File: src/rtl/layer1_act_serializer.sv
// rtl/layer1_act_serializer.sv - ReLU capture bank for layer 1 results, streamed one element per beat
module layer1_act_serializer #(
   parameter int DATA_WIDTH = 8,
   parameter int NODES      = 128,
   parameter int IDX_W      = 7
) (
   input  logic                        clk,
   input  logic                        reset,
   input  logic [DATA_WIDTH*NODES-1:0] in_data,
   input  logic                        in_valid,
   output logic                        in_ready,
   output logic [DATA_WIDTH-1:0]       out_data,
   output logic [IDX_W-1:0]            out_index,
   output logic                        out_valid,
   input  logic                        out_ready,
   output logic                        out_last,
   output logic                        done,
   output logic                        overrun
);

   typedef enum logic {IDLE, STREAM} state_t;

   localparam logic [IDX_W-1:0] FIRST_IDX = IDX_W'(NODES - 1);
   localparam logic [IDX_W-1:0] IDX_ONE   = IDX_W'(1);

   state_t                state, state_nxt;
   logic [IDX_W-1:0]      idx, idx_nxt;
   logic [DATA_WIDTH-1:0] bank [NODES];
   logic                  capture;
   logic                  final_beat;

   always_ff @(posedge clk or posedge reset) begin
      if (reset) begin
         state   <= IDLE;
         idx     <= '0;
         done    <= 1'b0;
         overrun <= 1'b0;
      end else begin
         state   <= state_nxt;
         idx     <= idx_nxt;
         done    <= final_beat;
         overrun <= in_valid && (state == STREAM);
      end
   end

   // Elements stream from the top index down, so the last beat is always index 0.
   always_comb begin
      state_nxt  = state;
      idx_nxt    = idx;
      capture    = 1'b0;
      final_beat = 1'b0;
      case (state)
         IDLE: begin
            if (in_valid) begin
               capture   = 1'b1;
               idx_nxt   = FIRST_IDX;
               state_nxt = STREAM;
            end
         end
         STREAM: begin
            if (out_ready) begin
               if (idx == '0) begin
                  final_beat = 1'b1;
                  state_nxt  = IDLE;
               end else begin
                  idx_nxt = idx - IDX_ONE;
               end
            end
         end
         default: state_nxt = IDLE;
      endcase
   end

   // ReLU on capture: a set sign bit clears the element, otherwise it passes unchanged.
   always_ff @(posedge clk or posedge reset) begin
      if (reset) begin
         for (int k = 0; k < NODES; k++) bank[k] <= '0;
      end else if (capture) begin
         for (int k = 0; k < NODES; k++)
            bank[k] <= in_data[DATA_WIDTH*k + DATA_WIDTH-1] ? '0 : in_data[DATA_WIDTH*k +: DATA_WIDTH];
      end
   end

   assign in_ready  = (state == IDLE);
   assign out_valid = (state == STREAM);
   assign out_index = idx;
   assign out_last  = (state == STREAM) && (idx == '0);
   assign out_data  = (state == STREAM) ? bank[idx] : '0;

endmodule

File: config.mk
export PLATFORM = sky130hd
export DESIGN_NAME = layer1_act_serializer
export DESIGN_NICKNAME = d
export VERILOG_FILES = /design/src/rtl/layer1_act_serializer.sv
export SDC_FILE = /design/constraint.sdc
export NUM_CORES = 2
export LEC_CHECK = 0
export CAP_MARGIN = 40
export CORE_ASPECT_RATIO = 1.2
export CORE_MARGIN = 2
export CORE_UTILIZATION = 25
export DETAILED_ROUTE_END_ITERATION = 7
export DONT_BUFFER_PORTS = 1
export PLACE_DENSITY = 0.38
export SETUP_SLACK_MARGIN = 0.1
export SLEW_MARGIN = 5
export SYNTH_ARGS = -nofsm -noshare
export SYNTH_HDL_FRONTEND = slang
export SYNTH_SLANG_ARGS = --single-unit
File: constraint.sdc
create_clock -name clk -period 89.2 [get_ports clk]
set_input_delay 17.84 -clock clk [delete_from_list [all_inputs] [get_ports clk]]
set_output_delay 17.84 -clock clk [all_outputs]
set_load 0.01 [all_outputs]
==> flow_summary.ini <==
[timing]
hold_viol_final = 0
finalSetupViolCount = 0
tightest_slew_ns = 1.00
slew_viol_final = 0
rsz0062_at_grt = no
fin_crit_sh = 0.264
fmax_mhz = 42.4
fin_skew_ns = 0.0184
relSlewSlack = 0.333
fin_crit_ns = 23.59
tns_ns = 0

[yosys]
syn_area_um2 = 45200
syn_avg_cell_area_um2 = 9.87
synth_top_area_cell = dfrtp_1
synth_flop_cell = dfrtp_1
synthCells = 4577
ys_types = 67
synth-edff-count = 0
yosysSeqAreaShare = 0.502
ys_top_cells_by_area = dfrtp_1 50%, nand2b_1 12%, o21ai_0 10%
synth_common_cells = 965 x nand2_1, 914 x o21ai_0, 906 x dfrtp_1
ys.warnings.count = 0
ys_seq_elements = 906
yosysMostFrequentCell = nand2_1
synth_nets = 5607
yosys.area.top_type_share = 0.502
async_reset_ff_frac = 1.00

[placed_design]
post-dp-hpwl_mm = 158
port_buffers = 0
gp_congestion = 0.862
dp.cells = 6777

[global_route]
grt_pass1_vias = 34400
grt_overflow = 0
antenna_found_initial = 61
grt_max_degree = 239
grtUsageTotal = 0.214
grt_pass1_wl_mm = 276

[die]
fp.dieW_um = 392
ios = 1048
design.core.area_um2 = 179000
start_util = 0.252
die-area_um2 = 184000
rows = 170
dieHeight_um = 470

[layout]
nets = 5505
instances_no_fill = 6995
syn2layout_area_growth_pct = 13.6
drive_above_1_share = 0.0917

[clock_tree]
htreeDepth = 3
cts_tree = done
cts_setup_buffers = 0
path_clk_slew_ns = 0.06
clockBufferDepth = 3
cts.hold.buffers_added = 0
clock-sinks = 906
root_buffer = clkbuf_16
clk_latency_ns = 0.75
cts_buffers = 104
post_cts_resized = 0

[setup_path]
start_kind = register
slowest_delay_ns = 0.81
path_buf_inv = 4
critical-path-top-delay-family = buffers and inverters
critPathArrivalTime_ns = 5.75
crit_type = register to primary output
cp_cell_sequence = buf_12 > buf_4 > buf_4 > mux4_2 > mux2_2 > nand2_1 > a221oi_2 > o22ai_1 > a2111oi_1 > buf_4
critPathMostFrequentCell = buf_4
cpMaxStageDelayCell = dfrtp_4
required_ns = 71.36
crit_fanout = 74
crit_path_end_kind = primary output

[flow_run]
drv_cap = 0

[detailed_routing]
drcViolationCount = 0
totalWireLength_mm = 201
via_count = 32900
firstDrtPassIters = 5
drt-initial-drc-count = 1922
ant_nets = 0
vias_per_cell = 4.70
wl_per_cell_um = 28.7

[power_and_ir_drop]
pwr-share-seq = 0.383
p_comb_frac = 0.248
p_sw_frac = 0.340
irDropWorstVdd_uv = 14.0
p_leak_nw = 22.0
internal_power_mw = 0.802
pwr_density_cell_nw_per_um2 = 23.7
p_switching_mw = 0.413
clkPwrFrac = 0.369

[outcome]
status = finished clean

[worst_hold_path]
min_path_type = register to register
power groups by stage:
stage | Sequential, mW | Combinational, mW | Clock [mW]
floorplan | 0.454 | 0.186 | 0
global route | 0.470 | 0.326 | 0.478
global placement | 0.474 | 0.306 | 0
CTS | 0.467 | 0.315 | 0.463
finish | 0.466 | 0.301 | 0.449
detailed placement | 0.475 | 0.315 | 0
cell families (layout without fill, tap and decap cells):
logic type | Yosys count | in the layout | share of synthesized area
and+or+nand+nor | 1934 | 1934 | 0.213
AOI/OAI and AO/OA | 1093 | 1093 | 0.131
DFF | 906 | 906 | 0.502
muxes | 334 | 334 | 0.118
buffers and inverters | 303 | 283 | 0.0342
xor gates and xnor gates | 4 | 4 | 0.000776
adders and majority gates | 2 | 2 | 0.000554
other | 1 | 31 | 0.0000830
placed cells by master, fill, tap and decap left out, drive strengths merged, types with 2 or more instances in the layout:
master,synthesis,layout
a21oi,38,38
clkbuf,178,165
and2,5,5
xnor2,4,4
a211o,2,2
inv,7,12
o211ai,11,11
clkinv,2,11
mux2i,168,168
o22ai,10,10
or3b,2,2
mux4,147,147
ha,2,2
nor3,11,11
diode,0,30
a32oi,10,10
or3,2,2
o311ai,2,2
a22oi,42,42
buf,116,86
nor2b,5,5
a221oi,24,24
nor2,17,17
mux2,19,19
nand2,966,966
dfrtp,906,906
clkinvlp,0,3
a31oi,12,12
o221ai,14,14
a2111oi,5,5
and3,3,3
nand2b,898,898
o21ai,915,915
bufinv,0,6
and2b,2,2
nand3,18,18
flip-flops by register name, indices dropped and copies added (netlist names):
register   cells
out_index      7
bank         896
done           1
out_valid      1
overrun        1
final cells by class:
cell class	instances	area, µm²
timing repair buffer	86	992
tap	2408	3010
clock inverter	23	333
fill	19000	128000
multi-input combinational	3368	21000
antenna	30	75.1
inverter	9	41.3
sequential	906	22700
clock buffer	165	3190
tightest hold or removal path, delay by kind of cell (launching register included):
family | cells | cell delay (ns)
flip-flops | 1 | 0.34
AO/OA/AOI/OAI | 1 | 0.06
AND/OR/NAND/NOR | 1 | 0.04
metrics by stage:
| stage | hold slack, ns | total power, mW | util | setup WS, ns | cell area (µm²) |
|---|---|---|---|---|---|
| 2_1_floorplan | 0.442 | 0.640 | - | 45.89 | 45200 |
| 3_3_place_gp | 0.455 | 0.781 | 0.264 | 65.47 | 47200 |
| 3_5_place_dp | 0.462 | 0.789 | 0.266 | 66.05 | 47700 |
| 4_1_cts | 0.476 | 1.25 | 0.286 | 65.16 | 51200 |
| 5_1_grt | 0.495 | 1.27 | 0.286 | 64.99 | 51300 |
| 6_report | 0.470 | 1.22 | 0.287 | 65.61 | 51300 |
routing by layer:
layer	global-route usage	part of all wire	routed length (µm)	vias to the layer above
met2	0.359	0.48	96200	1108
met3	0.0457	0.063	12600	231
met4	0.0620	0.027	5350	48
met5	0	0.0015	303	-
li1	-	-	-	15500
met1	0.277	0.43	86400	16100
path summary, 6_finish.rpt:
path                               from           to  slack, ns  cells after the start
hold reg to reg                bank[51]     bank[51]       0.47                      2
setup reg to reg              out_valid    bank[532]      82.88                     10
hold / removal                 bank[51]     bank[51]       0.47                      2
min in group asynchronous         reset    bank[450]      17.04                      1
max in group asynchronous         reset    bank[702]      69.41                      5
setup / recovery           out_index[0]  out_data[0]      65.61                     10
Note: power is estimated with default switching activity, not from simulation.
